### config.mk
export PLATFORM = sky130hd
export DESIGN_NAME = alu_reg_sequencer
export DESIGN_NICKNAME = d
export VERILOG_FILES = /design/src/rtl/alu_reg_sequencer.sv
export SDC_FILE = /design/constraint.sdc
export NUM_CORES = 1
export LEC_CHECK = 0
export ABC_CLOCK_PERIOD_IN_PS = 2800
export CORE_ASPECT_RATIO = 1.2
export CORE_MARGIN = 2
export CORE_UTILIZATION = 45
export CTS_BUF_LIST = sky130_fd_sc_hd__clkbuf_2
export CTS_CLUSTER_SIZE = 40
export DETAILED_ROUTE_END_ITERATION = 16
export PLACE_DENSITY = 0.69
export SETUP_SLACK_MARGIN = 0.2
export SKIP_CTS_REPAIR_TIMING = 1
export SYNTH_ARGS = -nofsm -noshare
export SYNTH_HDL_FRONTEND = slang
export SYNTH_SLANG_ARGS = --single-unit
### constraint.sdc
create_clock -name clk -period 2.8 [get_ports clk]
set_clock_uncertainty 0.2 [all_clocks]
set_input_delay 0.84 -clock clk [delete_from_list [all_inputs] [get_ports clk]]
set_output_delay 0.84 -clock clk [all_outputs]
set_load 0.005 [all_outputs]
### src/rtl/alu_reg_sequencer.sv
// rtl/alu_reg_sequencer.sv - command FIFO and READ/WRITE sequencer for the register-file/ALU datapath
module alu_reg_sequencer #(
  parameter int FIFO_DEPTH     = 4,
  parameter bit SUPPRESS_OF_WB = 1'b0
) (
  input  logic                          clk,
  input  logic                          Reset,
  input  logic                          cmd_valid,
  output logic                          cmd_ready,
  input  logic [2:0]                    cmd_op,
  input  logic [4:0]                    cmd_rs,
  input  logic [4:0]                    cmd_rt,
  input  logic [4:0]                    cmd_rd,
  input  logic                          cmd_wb,
  output logic [4:0]                    R_Addr_A,
  output logic [4:0]                    R_Addr_B,
  output logic [4:0]                    W_Addr,
  output logic                          Write_Reg,
  output logic [2:0]                    ALU_OP,
  input  logic                          OF,
  input  logic                          ZF,
  output logic                          busy,
  output logic                          done,
  output logic                          done_of,
  output logic                          done_zf,
  output logic [$clog2(FIFO_DEPTH):0]   fifo_count
);
  localparam int AW = $clog2(FIFO_DEPTH);

  typedef struct packed {
    logic [2:0] op;
    logic [4:0] rs;
    logic [4:0] rt;
    logic [4:0] rd;
    logic       wb;
  } cmd_t;

  typedef enum logic [1:0] {IDLE, READ, WRITE} state_t;

  state_t        state_q, state_d;
  cmd_t          mem_q [FIFO_DEPTH];
  cmd_t          head;
  logic [AW-1:0] wr_ptr_q, rd_ptr_q;
  logic [AW:0]   count_q, count_d;
  logic          push, pop, full, empty;
  logic [4:0]    ra_q, rb_q, wa_q;
  logic [2:0]    op_q;
  logic          wb_q, of_q, zf_q;
  logic          write_q, done_q, done_of_q, done_zf_q;

  assign full  = (count_q == (AW+1)'(FIFO_DEPTH));
  assign empty = (count_q == '0);
  assign push  = cmd_valid && !full;
  assign head  = mem_q[rd_ptr_q];

  always_comb begin
    state_d = state_q;
    pop     = 1'b0;
    case (state_q)
      IDLE:  if (!empty) begin pop = 1'b1; state_d = READ; end
      READ:  state_d = WRITE;
      WRITE: begin
        if (!empty) begin pop = 1'b1; state_d = READ; end
        else state_d = IDLE;
      end
      default: state_d = IDLE;
    endcase
  end

  always_comb begin
    count_d = count_q;
    case ({push, pop})
      2'b10:   count_d = count_q + (AW+1)'(1);
      2'b01:   count_d = count_q - (AW+1)'(1);
      default: count_d = count_q;
    endcase
  end

  // Storage needs no reset: occupancy and pointers alone define validity.
  always_ff @(posedge clk) begin
    if (push) mem_q[wr_ptr_q] <= '{op: cmd_op, rs: cmd_rs, rt: cmd_rt, rd: cmd_rd, wb: cmd_wb};
  end

  always_ff @(posedge clk or posedge Reset) begin
    if (Reset) begin
      state_q   <= IDLE;
      count_q   <= '0;
      wr_ptr_q  <= '0;
      rd_ptr_q  <= '0;
      ra_q      <= '0;
      rb_q      <= '0;
      wa_q      <= '0;
      op_q      <= '0;
      wb_q      <= 1'b0;
      of_q      <= 1'b0;
      zf_q      <= 1'b0;
      write_q   <= 1'b0;
      done_q    <= 1'b0;
      done_of_q <= 1'b0;
      done_zf_q <= 1'b0;
    end else begin
      state_q <= state_d;
      count_q <= count_d;
      if (push) wr_ptr_q <= wr_ptr_q + AW'(1);
      if (pop) begin
        rd_ptr_q <= rd_ptr_q + AW'(1);
        ra_q     <= head.rs;
        rb_q     <= head.rt;
        wa_q     <= head.rd;
        op_q     <= head.op;
        wb_q     <= head.wb;
      end
      if (state_q == READ) begin
        of_q <= OF;
        zf_q <= ZF;
      end
      // The live OF is used here because it is the value being captured on this same edge.
      write_q <= (state_q == READ) && wb_q && !(SUPPRESS_OF_WB && OF);
      done_q  <= (state_q == WRITE);
      if (state_q == WRITE) begin
        done_of_q <= of_q;
        done_zf_q <= zf_q;
      end
    end
  end

  assign cmd_ready  = !full;
  assign R_Addr_A   = ra_q;
  assign R_Addr_B   = rb_q;
  assign W_Addr     = wa_q;
  assign ALU_OP     = op_q;
  assign Write_Reg  = write_q;
  assign done       = done_q;
  assign done_of    = done_of_q;
  assign done_zf    = done_zf_q;
  assign fifo_count = count_q;
  assign busy       = (state_q != IDLE) || !empty;

endmodule

==> flow_metrics.env <==
export IMPL_status="complete, no violations"
export IMPL_timing_worst_slew_pin_value_ns=0.460
export IMPL_syn_mean_instance_area_um2=21.3
export IMPL_port_buffer_count=50
export IMPL_antenna_left=0
export IMPL_worst_setup_path_start_kind="flop"
export IMPL_timing_fmax_ghz=0.379
export IMPL_placedCellCount=371
export IMPL_post_layout_util_pct=56.5
export IMPL_grt_setup_unrepaired="true"
export IMPL_clk_latency_ns=0.57
export IMPL_ff2ff_setup_slack_ns=0.29
export IMPL_leakage_nw=1.97
export IMPL_cpPeakStageDelay_ns=0.50
export IMPL_hold_path_end="state_q[1]"
export IMPL_fin_area_um2=5100
export IMPL_max_clock_path_buffers=2
export IMPL_slew_viol_final=0
export IMPL_filler_cell_count=714
export IMPL_timing_setup_critical_path_class="reg -> out"
export IMPL_worstHoldPathType="reg -> reg"
export IMPL_critical_path_reg2reg_startpoint="fifo_count[1]"
export IMPL_path_cells="or3b_4, clkbuf_2"
export IMPL_timing_critical_path_slowest_stage_cell="dfrtp_2"
export IMPL_grt_max_degree=35
export IMPL_netSwitchingFraction_pct=28.8
export IMPL_endpoint_kind="output port"
export IMPL_fraction_of_layout_cells_with_a_size_suffix_above_1_pct=32.2
export IMPL_wirelength_um=6800
export IMPL_fin_cells=394
export IMPL_syn_area_um2=4160
export IMPL_tritoncts_clock_tree="yes"
export IMPL_placed_wire_length_estimate_after_detailed_placement_um=4140
export IMPL_cts_root_buf="clkbuf_2"
export IMPL_grt_remaining_overflow=0
export IMPL_holdWs_ns=0.331
export IMPL_dr_total_vias=1948
export IMPL_p_int_w=0.00364
export IMPL_syn_nets=225
export IMPL_final_min_period_over_clock_period_pct=94.2
export IMPL_first_global_vias=2034
export IMPL_worst_path_max_fanout=4
export IMPL_min_path_cells=1
export IMPL_firstDrtPassIters=4
export IMPL_timing_final_setup_violations=0
export IMPL_drt_iter0_drc=91
export IMPL_area_growth_pct=22.8
export IMPL_post_place_cell_area_um2=4910
export IMPL_clk_transition_reported_paths_ns=0.27
export IMPL_drcViolationCount=0
export IMPL_effective_utilization_at_floorplan_pct=46.0
export IMPL_routed_via_density=4.94
export IMPL_p_switching_w=0.00147
export IMPL_yosysWarnings=0
export IMPL_crit_reg_reg_endpoint="fifo_count[2]"
export IMPL_coreArea_um2=9030
export IMPL_die_y_um=109
export IMPL_vdd_drop_max_mv=0.375
export IMPL_cts_num_sinks=110
export IMPL_layout_cells_most_common_list="edfxtp_1 (76), clkdlybuf4s50_1 (34), dfrtp_1 (31), mux2_2 (23), mux4_2 (18)"
export IMPL_max_slew_margin_pct=69.3
export IMPL_power_sequential_fraction_pct=48.3
export IMPL_grt_first_pass_wirelength_um=10500
export IMPL_required_time_reported_for_the_critical_path_endpoint_ns=1.76
export IMPL_cts_buffers=9
export IMPL_netlist_cell_type_count=24
export IMPL_worstHoldStart="state_q[1]"
export IMPL_synth_sequential_area_ratio_pct=75.4
export IMPL_most_common_library_cell_in_the_layout_ignoring_fill_and_taps="edfxtp_1"
export IMPL_max_cap_violations=0
export IMPL_avgRoutedWirePerCell_um=17.3
export IMPL_syn_inst=195
export IMPL_placement_rows=38
export IMPL_globalplace_congestion=0.713
export IMPL_synth_ff_latch_count=110
export IMPL_postLayoutSetupSlackWorst_ns=0.163
export IMPL_htree_num_levels=3
export IMPL_ioPinCount=51
export IMPL_dp_slack_ns=0.0403
export IMPL_nets=298
export IMPL_grt_antenna_before_repair=1
export IMPL_final_hold_viol_count=0
export IMPL_power_frac_comb_pct=37.9
export IMPL_grtUsageTotal_pct=14.6
export IMPL_worst_r2r_path_depth=10
export IMPL_finalWorstPathRequiredPeriod_ns=2.64
export IMPL_pwr_share_clk_pct=13.8
export IMPL_power_density_nw_per_um2=1000
export IMPL_die_area_um2=10000
export IMPL_critPathArrivalTime_ns=1.60
export IMPL_die_x_um=91.7
==> how the worst max path moves through the flow <==
stage,endpoint,slack [ns],start
CTS,cmd_ready,-0.26,fifo_count[0]
finish,cmd_ready,0.16,fifo_count[1]
detailed placement,fifo_count[2],0.04,cmd_valid
floorplan,fifo_count[2],0.48,fifo_count[0]
global route,cmd_ready,0.07,fifo_count[1]
global placement,fifo_count[2],0.08,cmd_valid
==> routing by layer <==
layer  routed length (um)  GRT usage, %  vias up
met4                  175          8.32        0
met2                 3720          25.6       36
met3                  177          2.76       11
met5                    0             0        -
li1                     -             -      902
met1                 2720          16.8      999
==> sequential cells by signal (all words and copies together) (netlist names) <==
| name | cells |
|---|---|
| done_of | 1 |
| mem_q | 76 |
| rd_ptr_q | 2 |
| wr_ptr_q | 2 |
| wb_q | 1 |
| R_Addr_A | 5 |
| done | 1 |
| zf_q | 1 |
| W_Addr | 5 |
| done_zf | 1 |
| Write_Reg | 1 |
| state_q | 2 |
| of_q | 1 |
| ALU_OP | 3 |
| R_Addr_B | 5 |
| fifo_count | 3 |
==> area by class of cell <==
type / count / area (um^2) / share of cell area (%)
flip-flops and latches: 110 / 3140 / 61.5
inverters: 7 / 26.3 / 0.515
clock inverters: 4 / 47.5 / 0.932
multi-input cells: 72 / 965 / 18.9
clock buffers: 12 / 60.1 / 1.18
well taps: 120 / 150 / 2.94
repair buffers: 68 / 714 / 14.0
diodes: 1 / 2.50 / 0.0490
==> per-stage QoR <==
| stage | total power, W | setup TNS, ns |
|---|---|---|
| floorplan | 0.00365 | 0 |
| global placement | 0.00442 | 0 |
| detailed placement | 0.00447 | 0 |
| CTS | 0.00516 | -0.400 |
| global route | 0.00544 | 0 |
| finish | 0.00511 | 0 |
==> cell families after synthesis <==
family	count (synthesis)	share of synthesized area, %
buf+inv	13	1.63
simple gates	16	2.53
fa+ha+maj	6	1.99
mux	44	17.2
xor+xnor	6	1.26
flops	110	75.4
==> worst max-delay path, delay by kind of cell (launching register included) <==
family	cells	cell delay, ns
AND/OR/NAND/NOR	1	0.42
flip-flops	1	0.50
buffers and inverters	1	0.12
==> power by group through the flow <==
stage	combinational [W]	clock (W)	sequential, W
6_report	0.00194	0.000704	0.00247
5_1_grt	0.00212	0.000788	0.00253
4_1_cts	0.00196	0.000725	0.00248
3_5_place_dp	0.00195	0	0.00252
3_3_place_gp	0.00192	0	0.00250
2_1_floorplan	0.00118	0	0.00247
==> cells in the mapped netlist <==
cell,number,area share (%)
fa_1,1,0.48
nor3_2,1,0.24
dfrtp_1,34,20
edfxtp_1,76,55
or3b_4,1,0.27
mux4_1,1,0.63
nor2_1,4,0.36
nor2b_1,2,0.30
nor3b_1,1,0.18
xnor2_1,2,0.42
nand2_1,1,0.090
clkbuf_1,1,0.090
and2_1,1,0.15
mux2i_1,1,0.24
mux2_2,23,6.2
and3_2,4,0.72
and2_4,1,0.21
buf_6,2,0.54
ha_1,5,1.5
xor2_1,4,0.84
mux4_2,18,9.8
inv_1,7,0.63
buf_2,3,0.36
mux2_4,1,0.36
Note: power is estimated with default switching activity, not from simulation.
==> RTL edit (config.mk and constraints unchanged) <==
The parameter `FIFO_DEPTH` goes from 4 to 2.
--- a/src/rtl/alu_reg_sequencer.sv
+++ b/src/rtl/alu_reg_sequencer.sv
@@ -1,6 +1,6 @@
 // rtl/alu_reg_sequencer.sv - command FIFO and READ/WRITE sequencer for the register-file/ALU datapath
 module alu_reg_sequencer #(
-  parameter int FIFO_DEPTH     = 4,
+  parameter int FIFO_DEPTH     = 2,
   parameter bit SUPPRESS_OF_WB = 1'b0
 ) (
   input  logic                          clk,
Ports: changed (resized fifo_count); port bits go from 51 to 50. No check against the original RTL was run, so the function may have changed too.
==> RTL edit against the unedited design <==
Area after synthesis decreased by 40%. Setup slack improved by 150 ps. Final area decreased by 36%. Global-route usage increased by 0.22 points. Sequential cell count decreased by 41. Routed wire length decreased by 40%. Power decreased by 32%. Sequential power decreased by 34%. Largest cell class unchanged.
==> RTL edit: results (changes against the unedited design) <==
\begin{tabular}{lr}
\hline
Metric & Value \\
\hline
\multicolumn{2}{l}{\textbf{GRT}} \\
\quad Global-route total usage across every layer & 0.1480 (+0.002219) \\
\quad Number of antenna violations at the first check in global routing & 0 (-1) \\
\quad Wire length of the first global-routing pass & 6589 µm (-37\%) \\
\quad Maximum number of pins on one net before global-route repair & 41 (+17\%) \\
\multicolumn{2}{l}{\textbf{Placement}} \\
\quad Placement Cell Area & 3080 µm² (-37\%) \\
\quad Placer's final routability congestion estimate & 0.7440 (+4.3\%) \\
\quad Buffers on Ports & 49 (-2.0\%) \\
\quad HPWL after DPL & 2888 µm (-30\%) \\
\multicolumn{2}{l}{\textbf{Finish}} \\
\quad Number of nets in the layout & 245 (-18\%) \\
\quad Flip-flop count of the largest register after layout & 38 (-50\%) \\
\quad Fill cell count & 404 (-43\%) \\
\quad Count of antenna diodes in the layout & 0 (-1) \\
\multicolumn{2}{l}{\textbf{Power and ir drop}} \\
\quad Worst VDD drop & 0.4540 mV (+21\%) \\
\quad Leak pwr & 1.311 nW (-34\%) \\
\multicolumn{2}{l}{\textbf{Detailed routing}} \\
\quad Drt first pass iters & 4 (unchanged) \\
\quad Number of violations reported at the end of detailed-routing iteration 0 & 57 (-37\%) \\
\quad Via count of the routed design & 1,381 (-29\%) \\
\quad Avg WL per Cell & 14.28 µm (-17\%) \\
\multicolumn{2}{l}{\textbf{Logic synthesis}} \\
\quad Async S/R FF share, synth & 0.4493 (+0.1402) \\
\quad Mapped Nets & 182 (-19\%) \\
\quad Library cells used by synthesis & 20 (-17\%) \\
\quad Post-synth top cells & 38 x edfxtp\_1, 31 x dfrtp\_1, 21 x nand2\_1 \\
\quad EDFF count, synth & 38 (-50\%) \\
\quad Sequential-to-total area share from yosys stat & 0.7722 (+0.01841) \\
\quad Most area-consuming cells after synthesis & edfxtp\_1 46\%, dfrtp\_1 31\%, mux2i\_1 7.7\% \\
\multicolumn{2}{l}{\textbf{Clock tree}} \\
\quad Latest clock arrival within the worst-skew pair & 480 ps (-90 ps) \\
\quad Clock-pin slew reported for the worst setup and hold paths after clock tree synthesis & 200 ps (-70 ps) \\
\multicolumn{2}{l}{\textbf{STA}} \\
\quad Slew HR & 0.6317 (-0.06160) \\
\multicolumn{2}{l}{\textbf{Run status}} \\
\quad Outcome & finished clean \\
\multicolumn{2}{l}{\textbf{Setup path}} \\
\quad WP data arrival & 1440 ps (-160 ps) \\
\quad CP max stage cell & clkdlybuf4s50\_1 \\
\multicolumn{2}{l}{\textbf{Worst hold path}} \\
\quad Worst hold path type & reg -> reg \\
\hline
\end{tabular}
RTL edit: changes by cell type after synthesis, sizes merged, moves of 4 or more:
cell,unedited run,this run
ha,5,1
inv,7,3
nand2,1,21
mux4,19,0
o21ai,0,19
mux2,24,4
mux2i,1,19
edfxtp,76,38
RTL edit: stage by stage:
step	hold slack [ps]	worst slack, ps	util	instances
3_5_place_dp	275.2	442.4	0.5815	268
6_report	303.2	316.6	0.6145	287
2_1_floorplan	247.4	453.0	-	157
4_1_cts	312.6	43.00	0.6070	284
3_3_place_gp	263.6	490.8	0.5815	268
5_1_grt	339.7	226.2	0.6145	287
RTL edit: cell families (layout without fill, tap and decap cells):
| group | after synthesis | in the layout | synth area share |
|---|---|---|---|
| simple gates | 30 | 30 | 0.05091 |
| xor+xnor | 5 | 5 | 0.01764 |
| fa+ha+maj | 1 | 1 | 0.005040 |
| mux | 23 | 23 | 0.09476 |
| compound gates | 20 | 20 | 0.04284 |
| buf+inv | 9 | 77 | 0.01663 |
| flops | 69 | 69 | 0.7722 |
RTL edit: area by class of cell:
| class | count | area share |
|---|---|---|
| well taps | 62 | 0.02383 |
| clock buffers | 9 | 0.01384 |
| multi-input cells | 79 | 0.1649 |
| repair buffers | 58 | 0.1768 |
| flip-flops and latches | 69 | 0.5895 |
| inverters | 3 | 0.003459 |
| clock inverters | 7 | 0.02767 |
RTL edit: routing by layer:
layer  track usage  part of all wire
met5             0                 0
met4       0.09091             0.018
met1        0.1545              0.37
met3       0.03682             0.050
met2        0.2626              0.56
RTL edit: power by group:
part | internal (mW) | switching (mW) | leakage (nW)
clock network | 0.289 | 0.341 | 0.0692
logic | 0.696 | 0.549 | 0.514
registers | 1.45 | 0.172 | 0.728
total | 2.44 | 1.06 | 1.31
RTL edit: worst reg2reg max path, cell delays in order, from the launching register on:
cell	delay, ps
dfrtp_2	470
buf_4	160
o21bai_2	140
inv_1	70
ha_1	310
nor2_1	140
xor2_1	150
RTL edit: path summary, 6_finish.rpt:
| check | from | end | slack [ps] | depth (start not counted) |
|---|---|---|---|---|
| worst min-delay path | R_Addr_B[2]$_DFFE_PP0P_ | R_Addr_B[2]$_DFFE_PP0P_ | 300 | 2 |
| worst max-delay path | fifo_count[1]$_DFFE_PP0P_ | fifo_count[1] | 320 | 1 |
| min in group asynchronous | Reset | R_Addr_B[1]$_DFFE_PP0P_ | 470 | 2 |
| worst max register to register | fifo_count[0]$_DFFE_PP0P_ | fifo_count[1]$_DFFE_PP0P_ | 1110 | 6 |
| worst min register to register | R_Addr_B[2]$_DFFE_PP0P_ | R_Addr_B[2]$_DFFE_PP0P_ | 300 | 2 |
| max in group asynchronous | Reset | R_Addr_B[2]$_DFFE_PP0P_ | 1400 | 3 |
